$ cat src/rtl/arashi_wb_drain.sv
// Write-back drain buffer: FIFO of evicted words drained to the memory stage as an
// rcache strobe followed one cycle later by the word on cache2mem.
module arashi_wb_drain #(
    parameter int DATA_WIDTH = 32,
    parameter int DEPTH_LOG2 = 3,
    parameter int THRESH     = 4,
    parameter int CNT_WIDTH  = 16
) (
    input  logic                  clk,
    input  logic                  rstn,
    input  logic                  in_valid,
    output logic                  in_ready,
    input  logic [DATA_WIDTH-1:0] in_data,
    input  logic                  flush_req,
    output logic                  flush_done,
    output logic                  rcache,
    output logic [DATA_WIDTH-1:0] cache2mem,
    output logic [DEPTH_LOG2:0]   count,
    output logic [CNT_WIDTH-1:0]  drained
);

    localparam int DEPTH = 1 << DEPTH_LOG2;
    localparam logic [DEPTH_LOG2:0]   DEPTH_C  = DEPTH[DEPTH_LOG2:0];
    localparam logic [DEPTH_LOG2:0]   THRESH_C = THRESH[DEPTH_LOG2:0];
    localparam logic [DEPTH_LOG2:0]   CNT_ONE  = 1;
    localparam logic [DEPTH_LOG2-1:0] PTR_ONE  = 1;
    localparam logic [CNT_WIDTH-1:0]  DRN_ONE  = 1;

    typedef enum logic [1:0] {
        IDLE  = 2'd0,
        DRAIN = 2'd1,
        FLUSH = 2'd2
    } state_t;

    state_t                  state_q, state_d;
    logic [DATA_WIDTH-1:0]   mem_q [DEPTH];
    logic [DEPTH_LOG2-1:0]   wptr_q, wptr_d;
    logic [DEPTH_LOG2-1:0]   rptr_q, rptr_d;
    logic [DEPTH_LOG2:0]     count_q, count_d;
    logic                    rcache_q, rcache_d;
    logic [DATA_WIDTH-1:0]   hold_q, hold_d;
    logic [DATA_WIDTH-1:0]   c2m_q, c2m_d;
    logic                    done_q, done_d;
    logic                    pend_q, pend_d;
    logic [CNT_WIDTH-1:0]    drained_q, drained_d;
    logic                    full, push, pop, flush_any;

    assign full      = (count_q == DEPTH_C);
    assign push      = in_valid & ~full;
    // Pop looks at occupancy before this edge's push, so a word never bypasses the FIFO.
    assign pop       = (state_q != IDLE) && (count_q != '0);
    assign flush_any = flush_req | pend_q;

    always_comb begin
        wptr_d    = push ? wptr_q + PTR_ONE : wptr_q;
        rptr_d    = pop  ? rptr_q + PTR_ONE : rptr_q;
        count_d   = count_q;
        case ({push, pop})
            2'b10:   count_d = count_q + CNT_ONE;
            2'b01:   count_d = count_q - CNT_ONE;
            default: count_d = count_q;
        endcase
        rcache_d  = pop;
        hold_d    = pop ? mem_q[rptr_q] : hold_q;
        c2m_d     = rcache_q ? hold_q : c2m_q;
        drained_d = pop ? drained_q + DRN_ONE : drained_q;
    end

    always_comb begin
        state_d = state_q;
        done_d  = 1'b0;
        case (state_q)
            IDLE: begin
                if (flush_any)                state_d = FLUSH;
                else if (count_q >= THRESH_C) state_d = DRAIN;
            end
            DRAIN: begin
                if (flush_any)                state_d = FLUSH;
                else if (count_d == '0)       state_d = IDLE;
            end
            FLUSH: begin
                // Wait until the last strobed word has landed on cache2mem and nothing new arrives.
                if (count_q == '0 && !rcache_q && !push) begin
                    state_d = IDLE;
                    done_d  = 1'b1;
                end
            end
            default: state_d = IDLE;
        endcase
        // Only a request that did not land in FLUSH is remembered.
        pend_d = flush_any && (state_d != FLUSH);
    end

    always_ff @(posedge clk or negedge rstn) begin
        if (!rstn) begin
            state_q   <= IDLE;
            wptr_q    <= '0;
            rptr_q    <= '0;
            count_q   <= '0;
            rcache_q  <= 1'b0;
            c2m_q     <= '0;
            done_q    <= 1'b0;
            pend_q    <= 1'b0;
            drained_q <= '0;
        end else begin
            state_q   <= state_d;
            wptr_q    <= wptr_d;
            rptr_q    <= rptr_d;
            count_q   <= count_d;
            rcache_q  <= rcache_d;
            c2m_q     <= c2m_d;
            done_q    <= done_d;
            pend_q    <= pend_d;
            drained_q <= drained_d;
        end
    end

    // Storage and the skew register carry no reset; they are only read behind valid state.
    always_ff @(posedge clk) begin
        if (push) mem_q[wptr_q] <= in_data;
        hold_q <= hold_d;
    end

    assign in_ready   = ~full;
    assign flush_done = done_q;
    assign rcache     = rcache_q;
    assign cache2mem  = c2m_q;
    assign count      = count_q;
    assign drained    = drained_q;

endmodule

$ cat config.mk
export PLATFORM = sky130hd
export DESIGN_NAME = arashi_wb_drain
export DESIGN_NICKNAME = d
export VERILOG_FILES = /design/src/rtl/arashi_wb_drain.sv
export SDC_FILE = /design/constraint.sdc
export NUM_CORES = 1
export LEC_CHECK = 0
export ABC_AREA = 1
export CAP_MARGIN = 10
export CORE_MARGIN = 10
export CORE_UTILIZATION = 55
export CTS_CLUSTER_SIZE = 20
export DETAILED_ROUTE_END_ITERATION = 6
export GPL_TIMING_DRIVEN = 0
export PLACE_DENSITY = 0.75
export SYNTH_ARGS = -nofsm -noshare
export SYNTH_HDL_FRONTEND = slang
export SYNTH_SLANG_ARGS = --single-unit
$ cat constraint.sdc
create_clock -name clk -period 3.25 [get_ports clk]
set_clock_uncertainty 0.15 [all_clocks]
set_input_delay 0.325 -clock clk [delete_from_list [all_inputs] [get_ports clk]]
set_output_delay 0.325 -clock clk [all_outputs]
set_load 0.01 [all_outputs]
# --- Yosys cells after proc, flatten, opt, wreduce, memory -nomap -nowiden ---
# Memory sizes are Yosys's and may differ from the RTL's. A register that Yosys moved wholly into a read port is not among the register bits.
# Cells that the tools add are included.
word_totals:
  regBits: 63
  memories: 1
  word_cells: 47
  mem_bits_rw: 256
  out_inout_bits: 55
op_classes:
  n_addsub: 5
  magnitude_cmp: 1
  eq_ne: 6
  n_mux: 11
  bitwise: 3
  reduce_logical: 11
memory_table:
  columns: ["memory", "depth", "word_bits", "read_ports", "rd_clocked_by_memory_dff", "write_ports", "line_no", "rtl"]
  rows:
  - ["mem_q", 8, 32, 1, 1, 1, "36", "logic [DATA_WIDTH-1:0] mem_q [DEPTH];"]
op_table:
  columns: ["operator", "n"]
  rows:
  - ["16-bit by 1-bit adder with 16-bit output, second input constant", 1]
  - ["2-bit 2-to-1 mux", 5]
  - ["4-bit logical NOT", 2]
  - ["4-bit case mux with 2 select lines", 1]
  - ["3-bit by 1-bit adder with 3-bit output, second input constant", 2]
  - ["2-bit case mux with 3 select lines", 1]
  - ["4-bit by 1-bit adder with 4-bit output, second input constant", 1]
  - ["2-bit by 1-bit equality test with 1-bit output, second input constant", 2]
  - ["2-bit equality test, second input constant", 2]
  - ["4-bit equality test, second input constant", 1]
  - ["4-bit by 3-bit greater-or-equal comparator with 1-bit output, second input constant", 1]
  - ["1-bit logical AND", 4]
  - ["1-bit 2-to-1 mux", 4]
  - ["4-bit nonzero test", 1]
  - ["4-bit by 1-bit subtractor with 4-bit output, second input constant", 1]
  - ["1-bit logical NOT", 2]
  - ["2-bit logical NOT", 1]
  - ["2-bit inequality test, second input constant", 1]
  - ["2-bit nonzero test", 1]
  - ["1-bit AND", 1]
  - ["1-bit NOT", 1]
  - ["1-bit bitwise OR", 1]

# --- Longest topological paths before layout ---
depth:
  depth_word: 11
  ltp_mapped: 18

# --- Worst setup path before layout ---
# OpenSTA, ideal clock, no wires.
synth_timing:
  kind: "reg-to-reg"
  start: "register count_q[0], in the netlist count[0]"
  end: "memory mem_q[0][0], enable pin"
  path_stages_with_launch: 6
  setup_time_ns: 0.421
  path_buffers: 0
  period_less_slack_ns: 3.079
  setup_slack_ns: 0.171
  arrival_ns: 2.508
  required_ns: 2.679
  cell_sequence: "dfrtp_1 > nor2_4 > nand2_2 > nand2_2 > or2_2 > nor2_1"
synth_via:
  elab_chain_len: 5
synth_lines:
  columns: ["item", "line_no", "rtl"]
  rows:
  - ["from (decl)", "39", "logic [DEPTH_LOG2:0] count_q, count_d;"]
  - ["from (signal assigned)", "109", "count_q <= count_d;"]
  - ["4-bit equality test", "48", "assign full = (count_q == DEPTH_C);"]
  - ["1-bit NOT", null, null]
  - ["net in_ready", "12", "output logic in_ready,"]
  - ["1-bit AND", "49", "assign push = in_valid & ~full;"]
  - ["1-bit 2-to-1 mux", "120", "if (push) mem_q[wptr_q] <= in_data;"]
  - ["1-bit 2-to-1 mux (not written as such)", "120", null]
  - ["to (decl)", "36", null]
# The timed path passes the listed nets, and every way through them passes these cells.

# --- Worst setup path after layout ---
layout_timing:
  start: "register count_q[0], in the netlist count[0]"
  end: "register state_q[0]"
layout_rtl:
  columns: ["item", "line_no", "rtl"]
  rows:
  - ["4-bit nonzero test (*)", "51", "assign pop = (state_q != IDLE) && (count_q != '0);"]
  - ["1-bit logical AND (*)", "51", null]
  - ["net pop", "46", "logic full, push, pop, flush_any;"]
  - ["2-bit by 1-bit equality test with 1-bit output or 2-bit equality test (tied branches)", "58", "case ({push, pop})"]
  - ["4-bit case mux with 2 select lines (*)", "58", null]
  - ["net count_d[1]", "39", null]
  - ["4-bit logical NOT (*)", "79", "else if (count_d == '0) state_d = IDLE;"]
  - ["2-bit 2-to-1 mux (*)", "79", null]
  - ["2-bit 2-to-1 mux (*)", "78", "if (flush_any) state_d = FLUSH;"]
  - ["2-bit case mux with 3 select lines (*)", "72", "case (state_q)"]
  - ["net state_d[0]", "35", "state_t state_q, state_d;"]
  - ["to (signal assigned)", "106", "state_q <= state_d;"]
  - ["to (decl)", "35", null]
# Mark *: on every way through the listed nets, which the timed path passes. The rest lies on a longest branch.
# A chain may end at the register's enable or synchronous reset.

==> results.md <==
Placement:
- The HPWL after detailed placement is ~20,000 um.
- Timing analysis after detailed placement gives a worst setup slack of 390 ps.
- Once placement finished, the instance area stood at 15,100 um^2.
- The number of buffer cells added on primary ports is 90.
- The number of cells after detailed placement is 1,421.
- The congestion estimate from routability-driven global placement came to 0.790.

Drt:
- After detailed routing, the average wire length per cell comes to 20.5 um.
- After detailed routing, the number of remaining DRC violations is 0.
- For this run, the detailed router's first-pass iteration total came to 5.
- The via count of the routed design is 8,487.
- The routed wire length is between 30,000 and 40,000 um.
- The final antenna-violating net count is 0.
- Using the TritonRoute via totals, the vias-per-cell ratio works out to 5.70.
- The number of DRC markers in iteration 0 is 973.

CTS:
- After clock tree synthesis, the clock-pin slew on the worst setup and hold paths is 60 ps.
- After clock tree synthesis, the flow added hold-fix buffers numbering 1.
- TritonCTS built the clock tree.
- The root buffer cell chosen for the clock tree is sky130_fd_sc_hd__clkbuf_16.
- The H-tree was split into 2 levels.
- The CTS sink count is 351.
- The count of buffers added by post-CTS timing repair for setup is 0.
- The clock latency on the worst-skew pair is 520 ps.
- The number of buffers created by CTS is 36.
- In this run, post-CTS repair resized a total of 0 instances.
- The worst-case clock buffer depth is 3.

Logic synthesis:
- Counting distinct cell types in the post-synthesis netlist gives 29.
- The post-synth net total is 1,039.
- The count of state elements after synthesis is 351.
- The Yosys step of the flow raised 0 warnings.
- The average instance in the mapped netlist occupies 13.5 um^2.
- The sequential fraction of the synthesis area is 75.8%.
- Synthesis produced 998 cells.
- The netlist area before placement is about 13,000 um^2.

Setup path:
- The maximum net fanout on the critical path is 16.
- Data on the critical path is required at its endpoint by 3500 ps.
- The launching element type of the critical path is a register.
- Data arrives at the worst endpoint at 3080 ps.
- The sort of element at the end of the critical path is a register.
- In this run the worst setup path begins at count[0]$_DFF_PN0_.
- The start of the worst register-to-register path is count[0]$_DFF_PN0_.
- The critical path is of the register to register type.

Run:
- Max-cap violations in this run came to 0.

STA:
- For this run, the top clock speed supported by timing is 353 MHz.
- After layout, the worst setup slack is 416 ps.
- The shortest period the worst path allows is 2830 ps.
- Setup violations remaining at the end of the flow were counted as 0.
- The number of pins with negative max-slew slack in the final report came to 0.
- The relative max-transition margin is between 40% and 50%.
- Of the available clock period, the critical path in the final layout requires 87.2%.
- The hold violation total from the final report was 0.
- Setup repair after global routing left no endpoint under its margin.
- After routing, the total negative slack on setup checks comes to 0 ps.
- For the pin with the worst max-slew slack, the measured transition is just under 900 ps.

Global routing:
- The number of antenna violations at the first check in global routing was 2.
- The via count of the first global-routing pass is 8,473.
- Global routing used 19.4% of the available tracks.
- The global-route wire length before repair is 47,200 um.
- The remaining global-route overflow is 0.
- The pin count of the biggest net entering global routing is 64.

Layout:
- The sequential standard cell area is 10,200 um^2.
- The most common library cell in the layout ignoring fill and taps is sky130_fd_sc_hd__edfxtp_1.
- The total number of nets in the final design is 1,177.
- Of the cells placed in the final design, the portion with a size suffix greater than 1 is 10.6%.
- Leaving out fill and tap cells, the most frequent cells in the layout are sky130_fd_sc_hd__edfxtp_1 (288), sky130_fd_sc_hd__nor2_1 (235), sky130_fd_sc_hd__o21ai_0 (131).
- Counting the fill cells in the layout gives 1,690.
- After routing the design area is around 16,000 um^2.
- Once layout is complete, the cells apart from fillers number 1,489.
- Compared with the post-synthesis result, the final layout area differs by 21.1%.
- The area taken by multi-input logic gates is 3030 um^2.

Power:
- The largest voltage drop on the vdd net is between 0.0005 and 0.0006 V.
- The static leakage power is 5.67 nW.
- The power per cell area is 991 nW/um^2.

Die:
- The floorplan step set the die width to 177 um.
- The placeable core region is 24,200 um^2.
- The effective utilization at floorplan is 55.6%.
- The vertical extent of the die is 177 um.
- The overall die area is 31,200 um^2.
- The number of primary I/O pins is 91.
- The site row count is 57.

Hold path:
- The tightest min-delay check is of the primary input to asynchronous set/reset pin type.

Run status:
- The flow ran to the end, and the final reports show no timing, DRC or antenna violations.
-- area by class of cell --
| class | count | area share, % |
|---|---|---|
| Multi-Input combinational cell | 572 | 18.6 |
| Clock buffer | 48 | 5.99 |
| Sequential cell | 351 | 62.7 |
| Tap cell | 324 | 2.48 |
| Clock inverter | 18 | 1.54 |
| Inverter | 22 | 0.506 |
| Antenna cell | 1 | 0.0153 |
| Timing Repair Buffer | 100 | 6.99 |
| Buffer | 53 | 1.24 |
-- cells in the mapped netlist --
cell type                    n  share of area, %
sky130_fd_sc_hd__buf_1       4              0.11
sky130_fd_sc_hd__nand3b_1    1             0.056
sky130_fd_sc_hd__mux2_2     32               2.7
sky130_fd_sc_hd__edfxtp_1  288                64
sky130_fd_sc_hd__nor2_2      5              0.23
sky130_fd_sc_hd__nor2_4      1             0.084
sky130_fd_sc_hd__xnor2_1     7              0.45
sky130_fd_sc_hd__o22ai_1    32               1.5
sky130_fd_sc_hd__nand3_1    14              0.52
sky130_fd_sc_hd__nor2_1    243               6.8
sky130_fd_sc_hd__inv_1      22              0.61
sky130_fd_sc_hd__nand2_1    37               1.0
sky130_fd_sc_hd__ha_1        5              0.46
sky130_fd_sc_hd__nand3_2     2              0.15
sky130_fd_sc_hd__nand2_2     3              0.14
sky130_fd_sc_hd__a21oi_1     3              0.11
sky130_fd_sc_hd__nor4_1      2             0.093
sky130_fd_sc_hd__nand4_1     1             0.046
sky130_fd_sc_hd__dfrtp_1    63                12
sky130_fd_sc_hd__nor4_2      2              0.19
sky130_fd_sc_hd__o21ai_1     2             0.074
sky130_fd_sc_hd__o21ai_2     2              0.13
sky130_fd_sc_hd__or2_2       2             0.093
sky130_fd_sc_hd__buf_2       3              0.11
sky130_fd_sc_hd__a21oi_4     1              0.12
sky130_fd_sc_hd__o21ai_0   131               4.9
sky130_fd_sc_hd__xor2_1     12              0.78
sky130_fd_sc_hd__clkbuf_1   46               1.3
sky130_fd_sc_hd__a31oi_1    32               1.5
-- kinds of logic (layout without fill, tap and decap cells) --
| logic type | count (synthesis) | after routing | synth area share, % |
|---|---|---|---|
| buffers and inverters | 75 | 241 | 2.12 |
| other | 0 | 1 | 0 |
| flip-flops | 351 | 351 | 75.8 |
| AND/OR/NAND/NOR | 313 | 313 | 9.39 |
| adder cells (fa/ha/maj) | 5 | 5 | 0.464 |
| AO/OA/AOI/OAI | 203 | 203 | 8.27 |
| XOR/XNOR | 19 | 19 | 1.23 |
| multiplexers | 32 | 32 | 2.67 |
-- flip-flops by register name, indices dropped and copies added, names as in the netlist, 2 cells and up --
signal	flops
cache2mem	32
mem_q	256
count	4
rptr_q	3
drained	16
state_q	2
hold_q	32
wptr_q	3
-- critical path, cell delays in order (launching register included) --
cell and delay, ps:
sky130_fd_sc_hd__dfrtp_1 490, sky130_fd_sc_hd__nor2_4 90, sky130_fd_sc_hd__a21oi_4 540, sky130_fd_sc_hd__nand3_1 230
sky130_fd_sc_hd__nand2_1 150, sky130_fd_sc_hd__inv_1 50, sky130_fd_sc_hd__ha_1 260, sky130_fd_sc_hd__nand2_1 60
sky130_fd_sc_hd__o21ai_0 90, sky130_fd_sc_hd__or2_2 290, sky130_fd_sc_hd__nor2_1 100, sky130_fd_sc_hd__nand3_1 90
sky130_fd_sc_hd__nand2_1 70, sky130_fd_sc_hd__nand2_1 50
-- path summary, 6_finish.rpt --
kind	to	slack [ps]	cells past startpoint
worst max-delay path	state_q[0]$_DFF_PN0_	420	13
worst min-delay path	drained[9]$_DFFE_PN0P_	320	2
worst max register to register	state_q[0]$_DFF_PN0_	420	13
worst min register to register	drained[15]$_DFFE_PN0P_	320	1
max in group asynchronous	cache2mem[18]$_DFFE_PN0P_	2050	2
min in group clk	drained[15]$_DFFE_PN0P_	320	1
-- metrics by stage --
step / hold WS [ps] / utilization, % / total power, mW
final: 317 / 67.3 / 16.2
after global routing: 334 / 67.3 / 17.0
after CTS: 322 / 67.3 / 16.2
after detailed placement: 315 / 62.2 / 12.0
after global placement: 306 / 61.0 / 11.6
after floorplan: -121 / - / 9.65
-- power by group --
| part | switching (mW) | internal [mW] | leakage [nW] | total [mW] |
|---|---|---|---|---|
| registers | 0.404 | 6.12 | 3.40 | 6.52 |
| logic | 3.39 | 1.99 | 1.68 | 5.39 |
| clock network | 1.65 | 2.61 | 0.592 | 4.26 |
-- layer usage --
metal  wire length, um  part of all wire (%)  vias up  global-route usage [%]
li1                  -                     -     3880                       -
met1             11900                    39     4177                    24.1
met2             15400                    50      373                    33.0
met3              2590                   8.5       55                    4.66
met4               693                   2.3        2                    5.85
met5                12                 0.039        -                       0
(Power assumes the default switching activity.)
==> patch (same settings) <==
The 3 states of `state_t` get a one-hot encoding in 3 bits.
--- a/src/rtl/arashi_wb_drain.sv
+++ b/src/rtl/arashi_wb_drain.sv
@@ -26,10 +26,10 @@
     localparam logic [DEPTH_LOG2-1:0] PTR_ONE  = 1;
     localparam logic [CNT_WIDTH-1:0]  DRN_ONE  = 1;
 
-    typedef enum logic [1:0] {
-        IDLE  = 2'd0,
-        DRAIN = 2'd1,
-        FLUSH = 2'd2
+    typedef enum logic [2:0] {
+        IDLE  = 3'b001,
+        DRAIN = 3'b010,
+        FLUSH = 3'b100
     } state_t;
 
     state_t                  state_q, state_d;
Behaviour: no difference found for any inputs over 4 cycles, from zero or initial values and one cycle with rstn low; so few cycles prove little.
==> patch against the original RTL <==
Setup slack worse by 0.11 ns; clock power is 5% lower; sequential cell count is 1 higher; area after synthesis rose by 0.27%; total power decreased by 1.4%; final area shrank 0.16%; sequential share of layout area grew 0.26 points; sequential power hardly changed; routed wire length about the same.
==> patch: results (changes against the original RTL) <==
stage;metric;value;unit;change
global_routing;first_global_vias;8646;;was 8473
min_path;min_to;drained[15]$_DFFE_PN0P_;;
detailed_routing;drt_pre_antenna_iters;6;;was 5
power;p_leak;0.00573;uW;was 0.00567 uW
clock_network;cts_buffers;35;;was 36
logic_synthesis;syn_inst;1005;;was 998
run_status;status;finished clean;;unchanged
detailed_routing;viasPerCell;5.74;;was 5.70
critical_path;rr_startpoint;count[0]$_DFF_PN0_;;unchanged
critical_path;crit_path_max_fanout;40;;was 16
power;ir_drop;0.000483;V;was 0.000500 V
global_routing;grt_pass1_wl;47400;um;was 47200 um
clock_network;cts_setup_buffers;0;;unchanged
logic_synthesis;synth_area_leaders;edfxtp_1 (64%), dfrtp_1 (12%), nor2_1 (6.8%);;unchanged
detailed_routing;wl_per_cell;20.5;um;about the same
logic_synthesis;ys_async_sr_fraction;18.2;%;was 17.9%
critical_path;reg2reg_to;state_q[1]$_DFF_PN0_;;was state_q[0]$_DFF_PN0_
final_layout;drive_above_1_share;10.0;%;was 10.6%
clock_network;clockBufferDepth;3;;unchanged
final_layout;nNetsFinal;1182;;was 1177
logic_synthesis;seq_area_frac_synth;75.8;%;about the same
clock_network;root_buffer;clkbuf_16;;unchanged
critical_path;cp_top_family;simple AND/OR/NAND/NOR gates;;unchanged
critical_path;regToRegSetupSlack;0.31;ns;was 0.42 ns
timing;tightest_slew;0.900;ns;was 0.870 ns
logic_synthesis;ys_types;33;;was 29
min_path;min_path_type;flop to flop;;was primary input to asynchronous set/reset pin
global_routing;grt_max_degree;65;;was 64
clock_network;cts.clk_slew.worst_paths;0.06;ns;about the same
final_layout;largest_register_ffs;256;;unchanged
critical_path;crit_slowest_cell;dfrtp_1;;was a21oi_4
global_routing;grt_use_total;19.4;%;about the same
clock_network;htreeDepth;2;;unchanged
min_path;hold-path-cell-count;1;;
critical_path;arrival;3.18;ns;was 3.08 ns
final_layout;nFillCells;1652;;was 1690
place;place_congestion;0.773;;was 0.790
critical_path;ff2ff_path_depth;15;;was 13
detailed_routing;dr_total_vias;8571;;was 8487
logic_synthesis;synth-edff-count;288;;unchanged
critical_path;critPathMaxStageDelay;0.46;ns;was 0.54 ns
logic_synthesis;yosys-top-cells-count;edfxtp_1 (288), nor2_1 (245), o21ai_0 (132);;was edfxtp_1 (288), nor2_1 (243), o21ai_0 (131)
global_routing;antenna_found_initial;1;;was 2
place;dp_hpwl;19200;um;was 19600 um
final_layout;top_register;mem_q;;unchanged
detailed_routing;dr.first_iter.drc_count;952;;was 973
place;dp.cells;1427;;was 1421
patch: cell count changes in the layout (fill, tap and decap cells not counted), sizes merged, moves of 2 or more:
cell,unedited run,this run
nor4,4,1
a21oi,4,1
nand3,16,12
buf,17,13
o21ai,135,132
bufinv,6,2
nand2,40,45
clkinv,7,4
clkbuf,94,106
nor3,0,4
clkinvlp,2,0
patch: worst max-delay path by stage:
stage	from	endpoint	depth (start not counted)
3_3_place_gp	in_valid	mem_q[2][16]$_DFFE_PP_	4
4_1_cts	count[0]$_DFF_PN0_	state_q[1]$_DFF_PN0_	15
2_1_floorplan	count[3]$_DFF_PN0_	mem_q[0][0]$_DFFE_PP_	6
6_report	count[0]$_DFF_PN0_	state_q[1]$_DFF_PN0_	15
3_5_place_dp	count[0]$_DFF_PN0_	state_q[1]$_DFF_PN0_	15
5_1_grt	count[0]$_DFF_PN0_	state_q[1]$_DFF_PN0_	15
patch: cells by family after synthesis:
family                     count (synthesis)  synth area share [%]
xor gates and xnor gates                  20                  1.30
muxes                                     32                  2.67
and+or+nand+nor                          317                  9.48
buffers and inverters                     79                  2.20
adders and majority gates                  5                 0.463
AOI/OAI and AO/OA                        200                  8.05
DFF                                      352                  75.8
patch: timing repair:
item / CTS / global route
gates cloned: 0 / 0
endpoints found under the hold margin: 63 / 0
hold buffers: 1 / 0
endpoints found under the setup margin: 2 / 2
gates resized for setup: 1 / 1
patch: layer usage:
layer	global-route usage (%)	wire length, um	vias to the layer above
met5	0	0	-
met4	6.65	597	0
met3	4.27	2780	48
met2	32.2	15300	395
met1	25.0	11900	4245
li1	-	-	3883
patch: report_power, final:
group          total, uW  switching, uW  internal (uW)
Clock               4060           1590           2470
Combinational       5370           3410           1970
Sequential          6510            379           6130
Total              15900           5380          10600
patch: worst reg2reg max path, delay by kind of cell, from the launching register on:
| family | cells | cell delay [ns] |
|---|---|---|
| AND/OR/NAND/NOR | 10 | 1.35 |
| buffers and inverters | 3 | 0.48 |
| flip-flops | 1 | 0.46 |
| adder cells (fa/ha/maj) | 1 | 0.25 |
| AO/OA/AOI/OAI | 1 | 0.14 |
patch: final cells by class:
class | count | area share, %
flip-flops and latches | 352 | 62.9
multi-input cells | 574 | 18.6
repair buffers | 99 | 6.88
clock buffers | 57 | 6.76
well taps | 324 | 2.49
plain buffers | 53 | 1.23
inverters | 26 | 0.630
clock inverters | 6 | 0.492
diodes | 1 | 0.0154
patch: through the flow:
step	TNS, ns	instance area (sq um)	hold WS, ns	utilization (%)	setup slack [ns]
2_1_floorplan	0	13500	-0.121	-	0.153
4_1_cts	0	16300	0.322	67.2	0.157
3_3_place_gp	-317.39	14800	0.306	61.1	-1.19
6_report	0	16300	0.320	67.2	0.305
3_5_place_dp	-0.256	15100	0.311	62.2	-0.159
5_1_grt	0	16300	0.338	67.2	0.0429
